$ cat src/rtl/counter_pkg.sv
// Shared types and defaults for the prescaled counter family: command encoding,
// default sizing and the load/inc/dec priority decode.
package counter_pkg;

  localparam int DEFAULT_WIDTH    = 4;
  localparam int DEFAULT_PRESCALE = 1200001;

  typedef enum logic [1:0] {
    CMD_HOLD = 2'd0,
    CMD_LOAD = 2'd1,
    CMD_INC  = 2'd2,
    CMD_DEC  = 2'd3
  } cmd_e;

  // load dominates; inc and dec cancel each other out when both are set
  function automatic cmd_e decode_cmd(input logic load, input logic inc, input logic dec);
    if (load)
      return CMD_LOAD;
    if (inc && !dec)
      return CMD_INC;
    if (dec && !inc)
      return CMD_DEC;
    return CMD_HOLD;
  endfunction

endpackage

$ cat src/rtl/tick_gen.sv
// Free-running prescaler producing a registered one-clock tick every PRESCALE clocks.
// Reusable by any slow-rate block; reset realigns the tick phase to reset release.
module tick_gen
  import counter_pkg::*;
#(
  parameter int PRESCALE = DEFAULT_PRESCALE
) (
  input  logic clock,
  input  logic reset,
  output logic tick
);

  localparam int PS_W = $clog2(PRESCALE + 1);
  localparam logic [PS_W-1:0] LAST = PS_W'(PRESCALE - 1);

  logic [PS_W-1:0] prescaler;

  // tick is raised on the wrap edge, so the first pulse lands PRESCALE clocks after reset
  always_ff @(posedge clock) begin
    if (reset) begin
      prescaler <= '0;
      tick      <= 1'b0;
    end else if (prescaler == LAST) begin
      prescaler <= '0;
      tick      <= 1'b1;
    end else begin
      prescaler <= prescaler + PS_W'(1);
      tick      <= 1'b0;
    end
  end

endmodule

$ cat src/rtl/prescaled_counter.sv
// Up/down/load counter advanced once per prescaler tick, with terminal flag and heartbeat.
// Define PRESCALED_COUNTER_SATURATE_EN to clamp at max/zero instead of wrapping.
module prescaled_counter
  import counter_pkg::*;
#(
  parameter int WIDTH    = DEFAULT_WIDTH,
  parameter int PRESCALE = DEFAULT_PRESCALE
) (
  input  logic             clock,
  input  logic             reset,
  input  logic             load,
  input  logic             inc,
  input  logic             dec,
  input  logic [WIDTH-1:0] in,
  output logic [WIDTH-1:0] count,
  output logic             tick,
  output logic             terminal,
  output logic             heartbeat
);

  localparam logic [WIDTH-1:0] MAX = '1;

  cmd_e cmd;
  logic at_max;
  logic at_zero;

  tick_gen #(
    .PRESCALE(PRESCALE)
  ) u_tick_gen (
    .clock(clock),
    .reset(reset),
    .tick (tick)
  );

  assign cmd     = decode_cmd(load, inc, dec);
  assign at_max  = (count == MAX);
  assign at_zero = (count == '0);

  always_comb begin
    terminal = 1'b0;
    if ((cmd == CMD_INC && at_max) || (cmd == CMD_DEC && at_zero))
      terminal = 1'b1;
  end

  // commands are level-sampled only on tick edges; count holds in between
  always_ff @(posedge clock) begin
    if (reset) begin
      count     <= '0;
      heartbeat <= 1'b0;
    end else if (tick) begin
      heartbeat <= ~heartbeat;
      case (cmd)
        CMD_LOAD: count <= in;
`ifdef PRESCALED_COUNTER_SATURATE_EN
        CMD_INC:  count <= at_max  ? count : count + WIDTH'(1);
        CMD_DEC:  count <= at_zero ? count : count - WIDTH'(1);
`else
        CMD_INC:  count <= count + WIDTH'(1);
        CMD_DEC:  count <= count - WIDTH'(1);
`endif
        default:  count <= count;
      endcase
    end
  end

endmodule

$ cat config.mk
export PLATFORM = sky130hd
export DESIGN_NAME = prescaled_counter
export DESIGN_NICKNAME = d
export VERILOG_FILES = /design/src/rtl/counter_pkg.sv /design/src/rtl/tick_gen.sv /design/src/rtl/prescaled_counter.sv
export SDC_FILE = /design/constraint.sdc
export NUM_CORES = 1
export LEC_CHECK = 0
export CAP_MARGIN = 20
export CORE_ASPECT_RATIO = 0.5
export CORE_MARGIN = 2
export CORE_UTILIZATION = 30
export CTS_CLUSTER_DIAMETER = 50
export DETAILED_ROUTE_END_ITERATION = 7
export PLACE_DENSITY_LB_ADDON = 0.05
export RECOVER_POWER = 25
export SLEW_MARGIN = 20
export SYNTH_ARGS = -nofsm -noshare
export SYNTH_HDL_FRONTEND = slang
export SYNTH_SLANG_ARGS = --single-unit
$ cat constraint.sdc
create_clock -name clock -period 2.5 [get_ports clock]
set_clock_uncertainty 0.2 [all_clocks]
set_input_delay 0.25 -clock clock [delete_from_list [all_inputs] [get_ports clock]]
set_output_delay 0.25 -clock clock [all_outputs]
set_load 0.05 [all_outputs]
# After elaboration in Yosys (flattened, before gate mapping)
# Cells that the tools add are included.
[classes]
n_addsub = 3
multipliers = 0
n_div = 0
magnitude_cmp = 0
eq_ne = 5
n_shift = 0
n_mux = 15
n_bitwise = 1
n_reduce_logical = 11
[op_table]
columns = ["op", "n"]
rows = [
  ["$add A21 B1 Y21 const B", 1],
  ["$eq A21 B21 Y1 const B", 1],
  ["$mux W2", 6],
  ["$pmux W4 S3", 1],
  ["$mux W1", 8],
  ["$add A4 B1 Y4 const B", 1],
  ["$eq A2 B2 Y1 const B", 2],
  ["$eq A4 B4 Y1 const B", 1],
  ["$logic_and A1 B1 Y1", 4],
  ["$logic_not A4 Y1", 1],
  ["$sub A4 B1 Y4 const B", 1],
  ["$reduce_bool A3 Y1", 1],
  ["$eq A2 B1 Y1 const B", 1],
  ["$logic_not A1 Y1", 2],
  ["$reduce_and A2 Y1", 1],
  ["$reduce_or A2 Y1", 1],
  ["$logic_or A1 B1 Y1", 1],
  ["$not A1 Y1", 1],
]
[word_totals]
ff_bits = 27
latchBits = 0
mem_bits_rw = 0
rom_bits = 0
in_bits = 9
out_inout_bits = 7
word_cells = 39
memories = 0

# Longest topological paths before layout
[depth]
depth_word = 13
mapped_depth = 10
ltp_nobuf = 10

# Cells and area by module
# A second synthesis with hierarchy kept.
[hier_totals]
cells_unflattened = 163
area_unflattened_um2 = 1437.6
[modules_own_cells]
columns = ["module", "n_inst", "cells_per_inst", "area_per_inst_um2", "seq_area_each_um2"]
rows = [
  ["tick_gen", 1, 120, 1066.0, 440.4],
  ["prescaled_counter", 1, 43, 371.6, 100.1],
]

# Worst setup path after synthesis
# Ideal clock, no wire load.
[synth_timing]
kind = "reg-to-output"
start = "register count[1]"
end = "output terminal"
t_arrival_ps = 1722
required_time_ps = 2050
setup_slack_ps = 328
path_stages_with_launch = 4
path_buffers = 0
path_cell_list = "dfxtp_1 > and4b_1 > mux2i_1 > nor2_1"
[synth_via]
elab_chain_len = 4
elab_cells_between_ends = 6
cone_classes = "eq/ne (1); mux (1); reduce/logical (4)"
[synth_rtl]
columns = ["element", "line_no", "text"]
rows = [
  ["from (decl)", "prescaled_counter.sv:15", "output logic [WIDTH-1:0] count,"],
  ["from (signal assigned)", "prescaled_counter.sv:53", "CMD_LOAD: count <= in;"],
  ["from (signal assigned)", "prescaled_counter.sv:58", "CMD_INC: count <= count + WIDTH'(1);"],
  ["from (signal assigned)", "prescaled_counter.sv:59", "CMD_DEC: count <= count - WIDTH'(1);"],
  ["$eq A4 B4 Y1 or $logic_not A4 Y1 (tied branches)", "prescaled_counter.sv:36, prescaled_counter.sv:37", ""],
  ["$logic_and A1 B1 Y1", "prescaled_counter.sv:41", "if ((cmd == CMD_INC && at_max) || (cmd == CMD_DEC && at_zero))"],
  ["$logic_or A1 B1 Y1 *", "prescaled_counter.sv:41", ""],
  ["$mux W1 *", "prescaled_counter.sv:41", ""],
  ["to (decl)", "prescaled_counter.sv:17", "output logic terminal,"],
]
# Every way passes the cells marked *; elsewhere a longest branch is shown, timed or not.

# Final worst setup path
[layout_timing]
start = "input inc"
end = "output terminal"
[layout_via]
elab_chain_len = 12
elab_cells_between_ends = 19
cone_classes = "eq/ne (2); mux (11); reduce/logical (6)"
[layout_rtl]
columns = ["element", "line_no", "text"]
rows = [
  ["from (decl)", "prescaled_counter.sv:12", "input logic inc,"],
  ["$logic_not A1 Y1", "counter_pkg.sv:21", "if (dec && !inc)"],
  ["$logic_and A1 B1 Y1", "counter_pkg.sv:21", ""],
  ["$mux W1 (2 in series)", "counter_pkg.sv:21", ""],
  ["$mux W1", "counter_pkg.sv:19", "if (inc && !dec)"],
  ["$mux W2", "counter_pkg.sv:23", "return CMD_HOLD;"],
  ["$mux W2 *", "counter_pkg.sv:21", ""],
  ["$mux W2 *", "counter_pkg.sv:19", ""],
  ["$eq A2 B2 Y1", "prescaled_counter.sv:41", ""],
  ["$logic_and A1 B1 Y1", "prescaled_counter.sv:41", ""],
  ["$logic_or A1 B1 Y1 *", "prescaled_counter.sv:41", ""],
  ["$mux W1 *", "prescaled_counter.sv:41", ""],
]
# Every way passes the cells marked *; elsewhere a longest branch is shown, timed or not. The select of a mux whose other input is x is not followed.

==> impl_results.md <==
- Leakage: 0.564 nW
- R2R Setup Slk: ~0.28 ns
- Sw frac: a little under a quarter
- Hold Vio Cnt, Final: 0
- Combinational share of power: roughly 8.6%
- DRC Markers: 0
- Tightest Pin Transition: about 0.53 ns
- Die height: between 50 and 60 um
- Layout cell share with drive strength beyond 1: between 8 and 9%
- Dpl ws: -0.0851 ns
- Register area: around 540 sq um
- Synth top cells by count: dfxtp_1 (27), nor2_1 (23), xnor2_1 (12), nand2_1 (11), a21oi_1 (10)
- FMAX: ~420 MHz
- Initial Util: 31.2%
- Critical Path Sink Type: output port
- Worst path required time: approximately 2.1 ns
- Hold path cells: 1
- Tcrit/Tclk final: between 90% and 100%
- Detail Route Antenna Nets: 0
- Placed Instance Area: approximately 1600 sq um
- Switch Pwr: 0.178 mW
- WHS Endpoint: u_tick_gen.prescaler[0]
- Worst Path Arrival: ~1.9 ns
- Sequential share of the synthesized area: between 30% and 40%
- TritonCTS Buffers: 3
- Cts hold-fix bufs: 0
- Core Region: around 4400 sq um
- Most numerous cell in the Yosys netlist: dfxtp_1
- Worst setup path startpoint: inc
- Post-synth EDFFs: 0
- Number of global-route vias before repair: around 1200
- Startpoint Class: input port
- IO Port Bufs: 15
- Largest net degree at the start of global routing: 22
- Tot GR Track Use: a little over an eighth
- CTS tree: yes
- Register clock-pin slew on the reported worst setup and hold paths: approximately 0.09 ns
- Worst r2r dst: u_tick_gen.prescaler[18]
- Vias/cell: roughly 4.9
- Drt first pass iters: 4
- Power, Total: around 0.76 mW
- RePlAce Congestion: a little under 0.8
- Ys Warns: 0
- Final WL: between 3000 and 4000 um
- Final TNS setup: 0 ns
- Synthesized cell area: approximately 1400 sq um
- Synth Register Bits: 27
- Clock Sinks: 27
- Clk root buf: clkbuf_8
- Fillers: roughly 460
- PnR worst setup slack: roughly 0.13 ns
- Yosys top cell by area: dfxtp_1
- First-pass GRT wire length: about 5400 um
- Layout area overhead: 21.5%
- Synth cell types: 35
- Grt total ovfl: 0
- Rows: 17
- Die ar.: roughly 5000 sq um
- RSZ-0062 raised after global routing: no
- N_diodes: 0
- Slew HR: 64.7%
- Clock power frac: 33.6%
- Initial antenna violation count: 0
- Non-Filler Instances: between 200 and 250
- Sequential share of power: about 58%
- Post-synth ARST share: 0%
- Syn_nets: around 170
- Post-CTS Setup Inserts: 0
- Detailed Place HPWL: around 2300 um
- Outcome: complete, no violations
- Max Transition Viols Final: 0
- Mapped Cells: 160
- Number of H-tree levels: 1
- Critical path type: input port to output port
- Top cells by area, synth: dfxtp_1 (40%), xnor2_1 (7.7%), nor2_1 (6.3%), a21oi_1 (3.7%), ha_1 (3.7%)
- Pwr dens: between 400 and 500 nW/um^2
- Initial DRC Count: between 50 and 60
- Finished Cell Area: around 1700 sq um
- Chip Width: roughly 100 um
- Reg-to-Reg Start: u_tick_gen.prescaler[0]
- Hold path startpoint: u_tick_gen.prescaler[0]
- Worst skew pair latency: approximately 0.28 ns
- Io pins: 16
- Hold Crit Class: flip-flop to flip-flop
- Synth Area per Inst: 8.55 sq um
- Finish-stage setup viols: 0
- Clk buf depth: 2
- WL/cell: 12.8 um
- R2R depth: 5
- Post-synth top flop: dfxtp_1
- Pint: ~0.58 mW
- Maximum VDD drop: roughly 190 uV
- Critical-path maximum fanout: 7
- Post-CTS Resized: 0
- Via Count: about 1200
- MaxCap Viol Count: 0
- Yosys top cell area share: 39.5%
- Final net count: 194
- Tmin final: between 2 and 2.5 ns
- Cells after DPL: about 230
- Combined area of the multi-input logic cells: between 700 and 800 sq um
## kinds of logic after synthesis
kind of cell | after synthesis | synth area share [%]
AND/OR/NAND/NOR | 78 | 30.4
adder cells (fa/ha/maj) | 4 | 3.66
flip-flops | 27 | 39.5
multiplexers | 1 | 0.732
buffers and inverters | 11 | 4.12
XOR/XNOR | 16 | 10.2
AO/OA/AOI/OAI | 23 | 11.3
## worst max path at each step
stage                     endpoint  slack [ns]
final                     terminal        0.13
after global routing      count[2]       0.007
after CTS                 terminal        0.12
after detailed placement  count[2]       -0.09
after global placement    count[2]       -0.03
after floorplan           terminal        0.33
## critical path, cell delays in order
cell	delay (ns)
clkdlybuf4s50_1	0.46
inv_1	0.04
ha_1	0.29
buf_4	0.14
or2_2	0.34
nor2_1	0.23
buf_12	0.17
## layout make-up
| type | count | area share [%] |
|---|---|---|
| multi-input combinational | 122 | 46.2 |
| timing repair buffer | 20 | 12.7 |
| clock buffer | 3 | 2.48 |
| tap | 57 | 4.29 |
| inverter | 7 | 1.58 |
| sequential | 27 | 32.5 |
| clock inverter | 1 | 0.301 |
## per-stage QoR
stage                     hold WS, ns  util [%]
after floorplan                 0.241         -
after global placement          0.268      37.0
after detailed placement        0.274      37.0
after CTS                       0.297      38.0
after global routing            0.333      37.9
final                           0.290      37.9
## power groups by stage
stage	Clock (mW)	Combinational, mW	Sequential [mW]
after floorplan	0	0.0385	0.448
after global placement	0	0.0656	0.449
after detailed placement	0	0.0663	0.449
after CTS	0.265	0.0669	0.439
after global routing	0.283	0.0743	0.440
final	0.255	0.0653	0.439
## flip-flops by register name, indices dropped and copies added (netlist names)
signal                flops
u_tick_gen.prescaler     21
u_tick_gen.tick           1
count                     4
heartbeat                 1
## cells in the final DEF, fill, tap and decap left out, drive strengths merged, types with 3 or more instances in the layout
master	Yosys	final
dlygate4sd3	0	7
or4	3	3
nand2	11	11
clkbuf	2	3
inv	7	7
xnor2	12	12
dfxtp	27	27
o21ai	4	4
clkdlybuf4s50	0	7
nor4	4	4
or3	4	4
buf	2	6
ha	4	4
nand4	5	5
xor2	4	4
nand3	9	9
a21oi	10	10
nand2b	3	3
nor2	23	23
nor3	4	4
## routing by layer
layer | vias to the layer above | GRT usage [%] | routed length (um)
li1 | 613 | - | -
met4 | 0 | 2.74 | 18
met1 | 527 | 17.1 | 1580
met3 | 4 | 4.17 | 150
met2 | 17 | 22.3 | 1290
met5 | - | 0 | 0
Note: power is estimated with default switching activity, not from simulation.
